==> config.mk <==
export PLATFORM = sky130hd
export DESIGN_NAME = telem_packet_serializer
export DESIGN_NICKNAME = d
export VERILOG_FILES = /design/src/rtl/telem_packet_serializer.sv
export SDC_FILE = /design/constraint.sdc
export NUM_CORES = 1
export LEC_CHECK = 0
export CAP_MARGIN = 20
export CORE_ASPECT_RATIO = 2
export CORE_UTILIZATION = 43
export CTS_BUF_LIST = sky130_fd_sc_hd__clkbuf_8
export CTS_CLUSTER_SIZE = 20
export DETAILED_ROUTE_END_ITERATION = 7
export PLACE_DENSITY = 0.69
export SETUP_SLACK_MARGIN = 0.15
export SYNTH_ARGS = -nofsm -noshare
export SYNTH_HDL_FRONTEND = slang
export SYNTH_SLANG_ARGS = --single-unit
==> constraint.sdc <==
create_clock -name clk_128M -period 5.4 [get_ports clk_128M]
set_clock_uncertainty 0.05 [all_clocks]
set_input_delay 1.35 -clock clk_128M [delete_from_list [all_inputs] [get_ports clk_128M]]
set_output_delay 1.35 -clock clk_128M [all_outputs]
set_load 0.02 [all_outputs]
==> src/rtl/telem_packet_serializer.sv <==
// Telemetry packet serializer: buffers wide packets in a small FIFO and emits them
// as registered words, least-significant slice first, with optional trailer words.
module telem_packet_serializer #(
    parameter int unsigned           PKT_WIDTH  = 88,
    parameter int unsigned           WORD_WIDTH = 16,
    parameter int unsigned           FIFO_DEPTH = 4,
    parameter bit                    TRAILER_EN = 1'b1,
    parameter logic [WORD_WIDTH-1:0] TRAILER0   = 16'hF00D,
    parameter logic [WORD_WIDTH-1:0] TRAILER1   = 16'hC0DE,
    parameter logic [WORD_WIDTH-1:0] PAD_VALUE  = 16'h7C00
) (
    input  logic                    clk_128M,
    input  logic                    rst_128M,
    input  logic                    pkt_valid,
    input  logic [PKT_WIDTH-1:0]    pkt_data,
    output logic [WORD_WIDTH-1:0]   out_data,
    output logic [WORD_WIDTH/8-1:0] out_be,
    output logic                    out_valid,
    input  logic                    out_full,
    input  logic                    clear_counters,
    output logic [15:0]             pkt_count,
    output logic [15:0]             drop_count,
    output logic                    busy
);

    localparam int unsigned NW    = (PKT_WIDTH + WORD_WIDTH - 1) / WORD_WIDTH;
    localparam int unsigned EXT_W = NW * WORD_WIDTH;
    localparam int unsigned IDX_W = (NW > 1) ? $clog2(NW) : 1;
    localparam int unsigned PTR_W = $clog2(FIFO_DEPTH);
    localparam int unsigned BE_W  = WORD_WIDTH / 8;

    localparam logic [PTR_W:0]   DEPTH_L  = (PTR_W + 1)'(FIFO_DEPTH);
    localparam logic [IDX_W-1:0] IDX_LAST = IDX_W'(NW - 1);

    // Bits above PKT_WIDTH take the same bit positions of PAD_VALUE within their word.
    function automatic logic [EXT_W-1:0] pad_ext();
        logic [EXT_W-1:0] v;
        v = '0;
        for (int i = PKT_WIDTH; i < EXT_W; i++) begin
            v[i] = PAD_VALUE[i % WORD_WIDTH];
        end
        return v;
    endfunction

    localparam logic [EXT_W-1:0] PAD_EXT = pad_ext();

    function automatic logic [WORD_WIDTH-1:0] word_of(input logic [EXT_W-1:0] ext,
                                                      input logic [IDX_W-1:0] idx);
        logic [WORD_WIDTH-1:0] w;
        w = '0;
        for (int i = 0; i < NW; i++) begin
            if (idx == IDX_W'(i)) w = ext[i*WORD_WIDTH +: WORD_WIDTH];
        end
        return w;
    endfunction

    typedef enum logic [1:0] {StIdle, StData, StTrailer} state_e;

    state_e                  state_q, state_d;
    logic [PKT_WIDTH-1:0]    mem_q [FIFO_DEPTH];
    logic [PTR_W-1:0]        wr_ptr_q, rd_ptr_q;
    logic [PTR_W:0]          count_q, count_d;
    logic [EXT_W-1:0]        cur_q, cur_d, head_ext;
    logic [IDX_W-1:0]        idx_q, idx_d;
    logic                    tsel_q, tsel_d;
    logic [WORD_WIDTH-1:0]   out_data_q, out_data_d;
    logic                    out_valid_q, out_valid_d;
    logic [BE_W-1:0]         out_be_q;
    logic [15:0]             pkt_cnt_q, drop_cnt_q;
    logic                    push, drop, pop, pkt_end;

    // Full/drop decision uses pre-edge occupancy, independent of a same-cycle pop.
    assign push     = pkt_valid && (count_q != DEPTH_L);
    assign drop     = pkt_valid && (count_q == DEPTH_L);
    assign head_ext = EXT_W'(mem_q[rd_ptr_q]) | PAD_EXT;

    always_ff @(posedge clk_128M) begin
        if (push) mem_q[wr_ptr_q] <= pkt_data;
    end

    always_comb begin
        count_d = count_q;
        if (push && !pop)      count_d = count_q + 1'b1;
        else if (pop && !push) count_d = count_q - 1'b1;
    end

    always_comb begin
        state_d     = state_q;
        cur_d       = cur_q;
        idx_d       = idx_q;
        tsel_d      = tsel_q;
        out_data_d  = out_data_q;
        out_valid_d = out_valid_q;
        pop         = 1'b0;
        pkt_end     = 1'b0;
        // Nothing moves while downstream is full, so the output word holds.
        if (!out_full) begin
            unique case (state_q)
                StIdle: pkt_end = 1'b1;
                StData: begin
                    if (idx_q == IDX_LAST) begin
                        if (TRAILER_EN) begin
                            state_d    = StTrailer;
                            tsel_d     = 1'b0;
                            out_data_d = TRAILER0;
                        end else begin
                            pkt_end = 1'b1;
                        end
                    end else begin
                        idx_d      = idx_q + 1'b1;
                        out_data_d = word_of(cur_q, idx_q + 1'b1);
                    end
                end
                StTrailer: begin
                    if (!tsel_q) begin
                        tsel_d     = 1'b1;
                        out_data_d = TRAILER1;
                    end else begin
                        pkt_end = 1'b1;
                    end
                end
                default: state_d = StIdle;
            endcase
            if (pkt_end) begin
                if (count_q == '0) begin
                    state_d     = StIdle;
                    out_valid_d = 1'b0;
                    out_data_d  = '0;
                end else begin
                    pop         = 1'b1;
                    cur_d       = head_ext;
                    idx_d       = '0;
                    state_d     = StData;
                    out_valid_d = 1'b1;
                    out_data_d  = head_ext[WORD_WIDTH-1:0];
                end
            end
        end
    end

    always_ff @(posedge clk_128M or posedge rst_128M) begin
        if (rst_128M) begin
            state_q     <= StIdle;
            wr_ptr_q    <= '0;
            rd_ptr_q    <= '0;
            count_q     <= '0;
            cur_q       <= '0;
            idx_q       <= '0;
            tsel_q      <= 1'b0;
            out_data_q  <= '0;
            out_valid_q <= 1'b0;
            out_be_q    <= '0;
        end else begin
            state_q     <= state_d;
            if (push) wr_ptr_q <= wr_ptr_q + 1'b1;
            if (pop)  rd_ptr_q <= rd_ptr_q + 1'b1;
            count_q     <= count_d;
            cur_q       <= cur_d;
            idx_q       <= idx_d;
            tsel_q      <= tsel_d;
            out_data_q  <= out_data_d;
            out_valid_q <= out_valid_d;
            out_be_q    <= out_valid_d ? {BE_W{1'b1}} : '0;
        end
    end

    // Clear wins over a same-cycle increment; counters stick at all-ones.
    always_ff @(posedge clk_128M or posedge rst_128M) begin
        if (rst_128M) begin
            pkt_cnt_q  <= '0;
            drop_cnt_q <= '0;
        end else if (clear_counters) begin
            pkt_cnt_q  <= '0;
            drop_cnt_q <= '0;
        end else begin
            if (push && pkt_cnt_q != 16'hFFFF)  pkt_cnt_q  <= pkt_cnt_q + 16'd1;
            if (drop && drop_cnt_q != 16'hFFFF) drop_cnt_q <= drop_cnt_q + 16'd1;
        end
    end

    assign out_data   = out_data_q;
    assign out_valid  = out_valid_q;
    assign out_be     = out_be_q;
    assign pkt_count  = pkt_cnt_q;
    assign drop_count = drop_cnt_q;
    assign busy       = (state_q != StIdle) || (count_q != '0);

endmodule

-- After elaboration in Yosys (flattened, before gate mapping)
Memories as Yosys holds them, arrays and structs flattened.
Index checks and enable logic that the tools add are counted.
- flip-flop bits (word level): 153
- word-level logic and storage cells: 100
- memories: 1
- memory bits (writable): 352
- muxes and demuxes: 38
- bitwise logic cells: 2
- eq/ne operators: 16
- reductions and logical operators: 24
- add/subtract/negate cells: 7
- memory list (name ; words ; width ; rd ports ; clocked after memory_dff ; write ports ; line ; source):
    mem_q ; 4 ; 88 ; 1 ; 0 ; 1 ; 60 ; logic [PKT_WIDTH-1:0] mem_q [FIFO_DEPTH];
- operator list (kind ; number):
    16-bit 2-to-1 mux ; 14
    16-bit by 1-bit adder with 16-bit output, second input constant ; 2
    16-bit inequality test, second input constant ; 2
    16-bit one-hot mux with 2 select lines ; 1
    3-bit 2-to-1 mux ; 6
    3-bit == test, second input constant ; 4
    3-bit AND reduction ; 4
    1-bit 2-to-1 mux ; 11
    2-bit nonzero test ; 5
    3-bit inequality test, second input constant ; 3
    3-bit by 1-bit adder with 3-bit output, second input constant ; 2
    3-bit by 2-bit == test with 1-bit output, second input constant ; 2
    1-bit logical AND ; 6
    3-bit zero test ; 2
    2-bit 2-to-1 mux ; 3
    3-bit nonzero test ; 2
    2-bit by 1-bit adder with 2-bit output, second input constant ; 2
    1-bit one-hot mux with 2 select lines ; 2
    2-bit one-hot mux with 2 select lines ; 1
    3-bit by 1-bit == test with 1-bit output, second input constant ; 1
    3-bit by 1-bit subtractor with 3-bit output, second input constant ; 1
    2-bit by 1-bit == test with 1-bit output, second input constant ; 1
    2-bit == test, second input constant ; 1
    1-bit zero test ; 2
    other kinds (6) ; 7

-- Depth between registers and ports, before layout
Gate-level depths: netlist (run 1).
- depth after elaboration: 11
- gate-level depth with buffers: 11
- depth with buffers taken out: 9

-- Worst setup path after synthesis (run 1)
OpenSTA, ideal clock, no wires.
- path type: input -> register
- start point: input pkt_valid
- end point: memory mem_q[0][0], enable pin
- path slack: 1.460 ns
- buffers on the path: 0
- stages on the path: 1
- library setup time: 0.457 ns
- required time: 4.893 ns
- arrival time: 3.433 ns
- cells stage by stage: and3_1
- word-level cells in the longest chain between the ends: 3
- RTL lines (item ; line ; source):
    start, declared ; 14 ; input logic pkt_valid,
    1-bit logical AND ; 73 ; assign push = pkt_valid && (count_q != DEPTH_L);
    1-bit 2-to-1 mux ; 78 ; if (push) mem_q[wr_ptr_q] <= pkt_data;
    1-bit 2-to-1 mux (implied by the code) ; 78 ;
    end, declared ; 60 ;
Every way passes these cells.

-- Final worst setup path (run 1)
- start point: register count_q[0]
- end point: output busy
- word-level cells in the longest chain between the ends: 2
- RTL lines (item ; line ; source):
    start, declared ; 62 ; logic [PTR_W:0] count_q, count_d;
    start signal, assigned ; 157 ; count_q <= count_d;
    3-bit nonzero test ; 186 ; assign busy = (state_q != StIdle) || (count_q != '0);
    1-bit logical OR ; 186 ;
    end, declared ; 23 ; output logic busy
Every way passes these cells.

==> results.txt, run 1 <==
The number of buffers and inverters on the critical path came out at 1. Traced cell by cell, the critical path runs through or3_1, or3_1, clkdlybuf4s50_1. The detailed-routing iteration count for the pre-antenna-repair pass came out at 5. The final setup slack of the worst path came out at 1580 ps. The number of buffers added for setup after CTS is 0. STA classifies the critical path startpoint as a flop. The I/O pin count came out at 145.

The post-synthesis sequential area ratio came out at 70.8%. The path with the worst hold slack has its endpoint at cur_q[90]. The maximum clock insertion buffer count is 3. Prior to clock tree synthesis, the placed netlist has a worst setup slack of 1730 ps. The number of hold violations in the final report came out at 0. The number of resized instances in the post-cts repair step came out at 0.

After detailed routing, the number of vias per cell comes to 5.46. After layout, the minimum clock period comes to 3820 ps. The horizontal die dimension came out at 156 um. The maximum fanout along the worst path came out at 7. The proportion of synthesized flip-flops having asynchronous set or reset came out at 30.0%. The final setup violation count is 0. The clock transition time at the flip-flop clock pins of the worst setup and hold paths came out at 70 ps. The via count came out at 11.1k. Yosys attributes the largest share of cell area to sky130_fd_sc_hd__edfxtp_1 (52%), sky130_fd_sc_hd__dfrtp_1 (19%), sky130_fd_sc_hd__mux4_2 (9.8%).

The number of nets in the synthesized netlist is 1294. Clock tree synthesis inserted a total of 70 buffers. The post-synthesis cell type count came out at 71. Setup repair after global routing left no endpoint under its margin.

Clock tree synthesis found a total of 503 sinks. The reported leakage power came out at 0.00828 uW. The biggest area consumer among synthesized cells is sky130_fd_sc_hd__edfxtp_1. The synthesized design contains 503 register bits. Hold repair after CTS inserted 0 buffers. The HPWL after detailed placement came out at 29300 um. The required time reported for the critical path endpoint is 4000 ps. Among all flip-flop cells after synthesis, the most frequent one is sky130_fd_sc_hd__edfxtp_1. The flop-to-flop setup slack is 2740 ps. The worst register-to-register path ends at cur_q[6]. Timing would allow up to 262 MHz. The maximum number of pins on one net before global-route repair is 109. The worst register-to-register path begins at rd_ptr_q[0]. The worst setup path is captured at an output port. The final layout contains routed wiring with a total length of 44800 um. The total power per unit cell area is 525 mW/mm^2. Yosys instantiated no cell more often than sky130_fd_sc_hd__edfxtp_1. The post-synthesis to final-layout area growth came out at 17.7%. The count of nets left with antenna violations once routing finished came out at 0. Counting cells, the worst reg-to-reg path comes to 3. The die area is 0.0481 mm^2. The core box area is 0.0467 mm^2. The run finished with clean final reports. The worst hold slack across all endpoints is 420 ps.

Synthesis produced 1188 cells. The final cell utilization of the core is 51.2%. The tool flagged a number of max-cap violations equal to 0.

The peak ir drop on the vdd network is 0.000387 V. Counting the fill cells in the layout gives 3816. The number of enable flip-flop cells after synthesis came out at 352. The number of pins exceeding their max-slew limit in the final report came out at 0. The synthesized netlist occupies a cell area of 0.0203 mm^2. The start point of the worst hold path is cur_q[90]. The aggregate negative setup slack came out at 0 ps. The sum of overflow across all layers after global routing came out at 0.

For this configuration, the core starts out at a cell density of 43.5%. The floorplan step set the die height to 309 um. Counting stages on the worst path, the most repeated cell is sky130_fd_sc_hd__or3_1. After layout, the worst path uses 70.7% of the clock period.

Ranked by instance count, the synthesized netlist is headed by sky130_fd_sc_hd__edfxtp_1 (352), sky130_fd_sc_hd__dfrtp_1 (151), sky130_fd_sc_hd__mux4_2 (88). The final net count came out at 1462. The critical path is of the flop to output port type. The total chip power is 12500 uW.

The post-detailed-route DRC marker count is 0. Global routing used 19.3% of the available tracks. The average wire per cell in the routed design is 22.0 um. The H-tree level count came out at 3. The transition time at the pin with the least slew margin came out at 1090 ps.

The mean cell area of the mapped netlist is 17.1 um^2. Yosys printed 0 warnings. The starting DRC count in detailed routing came out at 780. The number of antenna violations at the first check in global routing came to 1.

The count of buffers inserted at the top-level ports came out at 144. The root buffer cell chosen for the clock tree is sky130_fd_sc_hd__clkbuf_8. The top cell type's share of synthesized area is 52.1%. The worst min-delay path class is flop to flop.

The clock insertion delay at the later pin of the skew report came out at 620 ps. In the final layout, the share of cells above drive strength 1 is 21.5%. The number of placement rows is 112. In this design, the largest share of critical-path delay is due to simple AND/OR/NAND/NOR gates. The TritonCTS clock tree is done. The wire length of the first global-routing pass came out at 69000 um.

Measured against its own limit, the worst slew margin works out to 27.5%. Routability-driven placement finished with a final weighted congestion of 0.859. Counting instances, the worst hold path has a depth of 1. On the critical path, the stage with the largest delay is an instance of sky130_fd_sc_hd__clkdlybuf4s50_1. The endpoint arrival time on the critical path is 2420 ps.

The largest stage delay on the critical path is 570 ps. The number of global-route vias before repair is 11.6k.
## how the worst max path moves through the flow
stage	start	to	slack, ps	cells past startpoint
after global placement	out_full	count_q[1]	1760	7
after global routing	count_q[0]	busy	1510	3
final	count_q[0]	busy	1580	3
after floorplan	pkt_valid	mem_q[0][0]	1460	1
after CTS	count_q[0]	busy	1550	3
after detailed placement	out_full	count_q[1]	1730	7
## worst register-to-register path, stage by stage, from the launching register on
cell	delay (ps)
sky130_fd_sc_hd__dfrtp_4	1050
sky130_fd_sc_hd__buf_4	490
sky130_fd_sc_hd__mux4_2	660
sky130_fd_sc_hd__mux2_2	300
## area by class of cell
| class | count | area [um^2] | area share [%] |
|---|---|---|---|
| flip-flops and latches | 503 | 14400 | 60.1 |
| multi-input cells | 580 | 5510 | 23.1 |
| repair buffers | 166 | 1710 | 7.15 |
| clock buffers | 73 | 1000 | 4.21 |
| well taps | 627 | 785 | 3.29 |
| clock inverters | 51 | 377 | 1.58 |
| inverters | 35 | 135 | 0.566 |
| diodes | 1 | 2.50 | 0.0105 |
## kinds of logic after synthesis
group	synth area share, %
xor gates and xnor gates	0.389
and+or+nand+nor	5.87
muxes	14.4
adders and majority gates	0.839
buffers and inverters	2.17
AOI/OAI and AO/OA	5.61
DFF	70.8
## metrics by stage
| step | instances | instance area (um^2) |
|---|---|---|
| finish | 2036 | 23900 |
| global route | 2036 | 23900 |
| floorplan | 1188 | 20300 |
| global placement | 1911 | 22500 |
| detailed placement | 1911 | 22500 |
| CTS | 2035 | 23900 |
## report_power, final
part | internal [uW] | switching, uW
clock | 1510 | 1410
sequential | 5180 | 621
combinational | 1770 | 2040
## flip-flops by register name (all words and copies together) (netlist names)
name,cells
count_q,3
cur_q,89
drop_count,16
idx_q,3
mem_q,352
out_be,1
out_data,16
pkt_count,16
rd_ptr_q,2
state_q,2
tsel_q,1
wr_ptr_q,2
## layer usage
layer | track usage (%) | share of wire (%) | vias to the layer above
li1 | - | - | 5017
met2 | 35.7 | 55 | 290
met1 | 21.1 | 36 | 5722
met3 | 4.10 | 5.0 | 84
met5 | 0 | 0 | -
met4 | 8.07 | 3.5 | 0
## cell usage in the layout, fill, tap and decap left out, drive strengths merged, types with 18 or more instances in the layout
cell type	count
edfxtp	352
dfrtp	151
clkdlybuf4s50	144
mux4	88
mux2	79
nand2	77
clkbuf	73
inv	58
a21oi	50
nor2	29
o21ai	29
buf	22
clkinv	18
(Power assumes the default switching activity.)
==> run 2: changes to the inputs <==
--- a/config.mk
+++ b/config.mk
@@ -11,7 +11,7 @@
 export CTS_BUF_LIST = sky130_fd_sc_hd__clkbuf_8
 export CTS_CLUSTER_SIZE = 20
 export DETAILED_ROUTE_END_ITERATION = 7
-export PLACE_DENSITY = 0.69
+export PLACE_DENSITY = 0.66
 export SETUP_SLACK_MARGIN = 0.15
 export SYNTH_ARGS = -nofsm -noshare
 export SYNTH_HDL_FRONTEND = slang
==> constraint.sdc (replaced) <==
create_clock -name clk_128M -period 3.55 [get_ports clk_128M]
set_clock_uncertainty 0.05 [all_clocks]
set_input_delay 0.8875 -clock clk_128M [delete_from_list [all_inputs] [get_ports clk_128M]]
set_output_delay 0.8875 -clock clk_128M [all_outputs]
set_load 0.02 [all_outputs]
==> run 2 against run 1 <==
Net effect: non-clock buffer count rose by 8; power is 53% higher; largest power group unchanged; via count increased by 1.3%; highest routed layer unchanged; critical path type unchanged; final cell count increased by 0.69%.
==> results.txt, run 2 (synthesis gave the netlist of run 1 again) <==
The run finished with clean final reports. The average wire per cell in the routed design is 22.2 um (+0.63%). The number of pins exceeding their max-slew limit in the final report came to 0 (unchanged). For this run, the top clock speed supported by timing is 333 MHz. The count of placed standard cells in the final layout, fillers left out is 2050 (+0.69%). The weighted congestion reported at the end of routability-driven placement is 0.855 (-0.50%).

The total number of clock tree sinks is 503 (unchanged). The internal power of the cells is 12900 uW (+53%). The peak ir drop on the vdd network came out at 0.000382 V (-1.3%). The met3 demand-to-capacity share in global routing is 3.66% (-0.45 points).

The fill cell instance count of the final layout is 3840 (+0.63%). The max-cap check violation count was 0 (unchanged). By startpoint and endpoint, the worst setup path is classified as flop to output port. Clock tree synthesis selected as its root buffer the cell sky130_fd_sc_hd__clkbuf_8.

The number of antenna violations at the first check in global routing came out at 2 (+1). The cts-stage hold buffer count came out at 0 (unchanged). The net switching power figure came out at 6240 uW (+53%). The number of buffers added for setup after CTS came out at 0 (unchanged). The category of the worst setup path capture point is an output port. The effective utilization at floorplan came out at 43.5% (unchanged).

The relative contribution of the clock network to total power was 22.9% (-0.4 points). The total power per unit cell area is 799 mW/mm^2 (+52%). The post-synthesis to final-layout area growth came out at 18.2%. The cell count after placement is 1919 (+0.42%). The I/O pin count came out at 145 (unchanged).

The flop-to-flop setup slack came out at 990 ps (-1750 ps). The number of hold violations in the final report is 0 (unchanged). The count of buffers inserted at the top-level ports came out at 144 (unchanged). The worst register-to-register path ends at out_data[2]. The starting DRC count in detailed routing came out at 804 (+3.1%).

The remaining max-slew budget at the tightest pin is 36.5% (+9.1 points). The total chip power came to 19200 uW (+53%). The global-route layer with the greatest usage is met2. The critical path starts at count_q[0]. The routing usage on met2 came out at 36.2% (+0.51 points). The horizontal die dimension is 156 um (unchanged). The sum of overflow across all layers after global routing is 0 (unchanged). The number of flip-flops in the largest register was 352 (unchanged). The post-detailed-route DRC marker count is 0 (unchanged). Ranked by flip-flop count, first place goes to mem_q.

The final setup violation count came out at 0 (unchanged). The cell area after layout came to 0.0240 mm^2 (+0.40%). The maximum number of pins on one net before global-route repair came out at 109 (unchanged). The global-route usage over all layers was 19.5% (+0.19 points). The reported leakage power is 0.00836 uW (+0.97%).

The clock period minus worst slack is 3010 ps. Setup repair after global routing left no endpoint under its margin. The clock transition time at the flip-flop clock pins of the worst setup and hold paths is 70 ps (about the same).

The count of nets left with antenna violations after detail routing is 0 (unchanged). The required time reported for the critical path endpoint came out at 2610 ps (-1390 ps). The number of resized instances in the post-cts repair step is 0 (unchanged). The endpoint arrival time on the critical path came out at 2070 ps (-350 ps). The H-tree level count came to 3 (unchanged). The setup slack after placement is 464 ps (-1270 ps). The combinational cell fraction of total power is 31.6% (+1.3 points). The clock insertion delay at the later pin of the skew report is 630 ps (about the same). The maximum fanout along the worst path came to 7 (unchanged). The largest registers in the layout are mem_q: 352 flops, cur_q: 89 flops.

The per-cell via count in the routed design is 5.49 (+0.59%). The most critical setup path has its endpoint at busy. The core box area is 0.0467 mm^2 (unchanged).

The share of cells above drive strength 1 is 22.0% (+0.44 points). The via count came out at 11.3k (+1.3%). The worst min-delay path class is flop to flop.

The HPWL after detailed placement is 29900 um (+2.2%). The switching fraction of total power came out at 32.6% (+0.082 points). The number of placement rows is 112 (unchanged). The final net count is 1470 (+0.55%).

The library cell used most frequently in the layout, excluding fill and tap cells, is sky130_fd_sc_hd__edfxtp_1. The aggregate negative setup slack came out at 0 ps (unchanged). The number of CTS-inserted buffers was 70 (unchanged). The number of global-route vias before repair came out at 11.8k (+1.3%).

The startpoint class of the critical path is a flop. The wire length of the first global-routing pass came out at 69500 um (+0.69%). The die area came out at 0.0481 mm^2 (unchanged).

The worst register-to-register path begins at idx_q[0]. The detailed-routing iteration count for the pre-antenna-repair pass came out at 6 (+1). The sequential share of power is 45.5% (-0.8 points). The maximum clock insertion buffer count came out at 3 (unchanged). The final setup slack of the worst path is 544 ps (-1040 ps). The transition time at the pin with the least slew margin came to 944 ps (-145 ps).

The met1 layer usage reported by global route is 21.3% (+0.17 points). The instance area after placement is 0.0226 mm^2 (+0.43%). The post-detailed-routing wire length is 45400 um (+1.3%). The y dimension of the die is 309 um (unchanged). The number of cells traversed by the worst register-to-register path came out at 6 (+3). The top cell types in the final layout, fill and taps aside, are sky130_fd_sc_hd__edfxtp_1 (352), sky130_fd_sc_hd__dfrtp_1 (149), sky130_fd_sc_hd__clkdlybuf4s50_1 (143), sky130_fd_sc_hd__mux4_2 (88), sky130_fd_sc_hd__mux2_2 (78). TritonCTS built the clock tree. After layout, the worst path uses 84.7% of the clock period.
[run 2: changes by cell type in the layout (fill, tap and decap cells not counted), sizes merged]
cell / previous run / this run
clkbuf: 73 / 74
clkinv: 18 / 20
inv: 58 / 64
dlymetal6s2s: 0 / 1
bufinv: 5 / 4
clkdlybuf4s50: 144 / 143
buf: 22 / 30
clkinvlp: 5 / 2
diode: 1 / 2
[run 2: power by group through the flow]
stage          sequential (uW)  combinational [uW]  clock, uW
2_1_floorplan             8510                4070          0
3_3_place_gp              8780                6080          0
3_5_place_dp              8860                6170          0
4_1_cts                   8750                6180       4510
5_1_grt                   8870                6500       4750
6_report                  8730                6050       4380
[run 2: worst max-delay path, cell delays in order (launching register included)]
cell and delay [ps]:
sky130_fd_sc_hd__dfrtp_1 460, sky130_fd_sc_hd__or3_1 430, sky130_fd_sc_hd__or3_1 320, sky130_fd_sc_hd__dlymetal6s2s_1 230
[run 2: how the worst min path moves through the flow]
stage,start,end,slack [ps],cells after the start
after detailed placement,cur_q[90],cur_q[90],410,1
after global routing,rst_128M,drop_count[15],450,2
final,cur_q[90],cur_q[90],430,1
after CTS,rst_128M,drop_count[15],430,2
after floorplan,cur_q[90],cur_q[90],390,1
after global placement,cur_q[90],cur_q[90],400,1
[run 2: per-layer routing]
metal	up-vias	wire length, um	share of wire [%]
met5	-	0	0
met4	0	1540	3.4
met3	91	2260	5.0
met2	339	25200	56
met1	5795	16400	36
li1	5030	-	-
[run 2: layout make-up]
class,count,area [um^2],area share [%]
Timing Repair Buffer,174,1810,7.54
Sequential cell,503,14400,59.9
Antenna cell,2,5.00,0.0209
Clock buffer,74,1020,4.25
Multi-Input combinational cell,580,5510,23.0
Inverter,35,135,0.564
Clock inverter,55,355,1.48
Tap cell,627,785,3.27
[run 2: through the flow]
step / utilization, % / hold slack (ps)
floorplan: - / 390
global placement: 48.4 / 402
detailed placement: 48.4 / 410
CTS: 51.4 / 425
global route: 51.4 / 445
finish: 51.4 / 429
==> run 3: changes to the inputs <==
==> constraint.sdc (replaced) <==
create_clock -name clk_128M -period 3 [get_ports clk_128M]
set_clock_uncertainty 0.05 [all_clocks]
set_input_delay 0.75 -clock clk_128M [delete_from_list [all_inputs] [get_ports clk_128M]]
set_output_delay 0.75 -clock clk_128M [all_outputs]
set_load 0.02 [all_outputs]
==> run 3 against run 2 <==
Net effect: critical path depth is the same; final cell count grew 0.68%; highest routed layer unchanged; clock power grew 21%; largest cell class unchanged; flip-flop and latch count is the same; die area is the same; first-iteration DRC count shrank 6.1%; global-route usage grew 0.43 points; utilization grew 0.51 points; sequential power grew 18%; non-clock buffer count grew 19; final area grew 0.99%.
==> results.txt, run 3 (synthesis gave the netlist of run 1 again) <==
The number of CTS-inserted buffers is 69 (-1.4%). The total number of clock tree sinks came out at 503 (unchanged). The aggregate negative setup slack was 0 ps (unchanged). The number of placement rows is 112 (unchanged).

The worst setup path is captured at an output port. The weighted congestion reported at the end of routability-driven placement came out at 0.857 (+0.34%). In the final layout, the registers with the most flip-flops are mem_q: 352 flops, cur_q: 89 flops. The number of pins exceeding their max-slew limit in the final report came out at 0 (unchanged). The routed length on met2 came out at 25100 um (-0.61%). The endpoint arrival time on the critical path is 1950 ps (-120 ps). The total power per unit cell area is 945 mW/mm^2 (+18%). The post-synthesis to final-layout area growth is 19.4%. The transition time at the pin with the least slew margin is 880 ps (-63.4 ps). The die area is 0.0481 mm^2 (unchanged). The kind of critical path is flop to output port. In the layout the commonest cells are sky130_fd_sc_hd__edfxtp_1 (352), sky130_fd_sc_hd__dfrtp_1 (147), sky130_fd_sc_hd__clkdlybuf4s50_1 (143), sky130_fd_sc_hd__mux4_2 (88), sky130_fd_sc_hd__clkbuf_8 (80).

The total met3 wirelength after detailed routing came to 2270 um (+0.44%). The post-detailed-route DRC marker count came out at 0 (unchanged). The required time reported for the critical path endpoint is 2200 ps (-410 ps). The maximum fanout along the worst path came out at 6 (-1). The max-cap check violation count was 0 (unchanged). The sum of overflow across all layers after global routing came out at 0 (unchanged). The most common library cell in the layout ignoring fill and taps is sky130_fd_sc_hd__edfxtp_1. The share of cells above drive strength 1 is 23.3% (+1.4 points). The clock period minus worst slack is 2750 ps. The detailed-routing iteration count for the pre-antenna-repair pass came out at 6 (unchanged).

The horizontal die dimension came out at 156 um (unchanged). The core box area came out at 0.0467 mm^2 (unchanged). The wire length of the first global-routing pass is 70900 um (+2.1%). The number of antenna violations at the first check in global routing is 1 (-1). The cts-stage hold buffer count is 0 (unchanged). The starting DRC count in detailed routing is 755 (-6.1%). The maximum clock insertion buffer count is 3 (unchanged). The number of global-route vias before repair came out at 12.0k (+1.7%). Setup repair after global routing left no endpoint under its margin.

TritonCTS built the clock tree. The final net count came out at 1488 (+1.2%). The number of hold violations in the final report came out at 0 (unchanged). The y dimension of the die is 309 um (unchanged).

The count of nets left with antenna violations after detail routing is 0 (unchanged). The worst min-delay path class is flop to flop. The peak ir drop on the vdd network was 0.000404 V (+5.7%). The per-cell via count in the routed design is 5.54 (+0.93%). The cell count after placement is 1935 (+0.83%).

The final setup violation count came out at 0 (unchanged). The remaining max-slew budget at the tightest pin is 40.8% (+4.3 points). The largest register by flop count is mem_q.

The effective utilization at floorplan came out at 43.5% (unchanged). Routed signal wires occupy layers up through met4. The post-detailed-routing wire length was 45900 um (+1.0%). The ratio of final minimum period to clock period is 91.6%. The average wire per cell in the routed design came out at 22.2 um (+0.33%). The via count was 11.4k (+1.6%). The H-tree level count came out at 3 (unchanged). The clock insertion delay at the later pin of the skew report is 640 ps (about the same). The count of buffers inserted at the top-level ports came out at 144 (unchanged).

The count of placed standard cells in the final layout, fillers left out came out at 2064 (+0.68%). STA classifies the critical path startpoint as a flop. The I/O pin count was 145 (unchanged).

The highest clock frequency the design can meet is 364 MHz. The reported leakage power is 0.00848 uW (+1.4%). The HPWL after detailed placement came to 30900 um (+3.2%). The clock transition time at the flip-flop clock pins of the worst setup and hold paths is 70 ps (about the same). The maximum number of pins on one net before global-route repair is 109 (unchanged). The detailed-routing wirelength on met1 is 16700 um (+2.0%). The global-route usage over all layers is 19.9% (+0.43 points). The number of flip-flops in the largest register is 352 (unchanged). The run finished with clean final reports. The cell sitting at the root of the clock tree is a sky130_fd_sc_hd__clkbuf_8.
==> run 3: cell types whose count changed in the layout (fill, tap and decap cells not counted), moves of 3 or more <==
cell | before | now
sky130_fd_sc_hd__buf_12 | 11 | 17
sky130_fd_sc_hd__clkbuf_8 | 74 | 80
sky130_fd_sc_hd__buf_4 | 19 | 32
sky130_fd_sc_hd__inv_1 | 57 | 54
==> run 3: layout make-up <==
type	count	area, um^2
Fill cell	3831	22500
Antenna cell	1	2.50
Timing Repair Buffer	193	2020
Multi-Input combinational cell	580	5510
Clock inverter	45	299
Sequential cell	503	14400
Inverter	35	135
Clock buffer	80	1100
Tap cell	627	785
==> run 3: worst paths after layout <==
check / start / to / slack [ps] / cells after the start
max: count_q[1] / busy / 250 / 3
min: cur_q[90] / cur_q[90] / 430 / 1
max reg2reg: count_q[0] / count_q[1] / 520 / 8
min reg2reg: cur_q[90] / cur_q[90] / 430 / 1
max in group asynchronous: rst_128M / cur_q[30] / 1740 / 3
min in group asynchronous: rst_128M / cur_q[57] / 520 / 2
==> run 3: critical path: stages (launching register included) <==
cell and delay (ps):
sky130_fd_sc_hd__dfrtp_2 440, sky130_fd_sc_hd__or3_1 380, sky130_fd_sc_hd__or3_1 320, sky130_fd_sc_hd__buf_2 170
==> run 3: routing by layer <==
layer,global-route usage [%],up-vias
met1,22.2,5900
met4,9.12,0
met3,3.71,107
met5,0,-
li1,-,5067
met2,36.4,363
==> run 3: metrics by stage <==
stage               hold WS [ps]  util, %  setup WS (ps)  total power [uW]  area (um^2)
floorplan                    390        -            230             14900        20300
global placement             403     48.8            187             17700        22800
detailed placement           412     48.8            135             17800        22800
CTS                          429     51.8            191             23200        24200
global route                 472     51.9            168             24000        24200
finish                       426     51.9            252             22900        24200
==> run 3: what timing repair did <==
item,CTS,global route
hold endpoints to repair,0,0
resized for setup,6,0
buffers inserted,1,2
endpoints found under the setup margin,1,1
==> run 3: power by group <==
part	internal, uW	total, uW	switching, uW
clock network	2790	5300	2510
logic	3410	7330	3920
registers	9330	10300	924
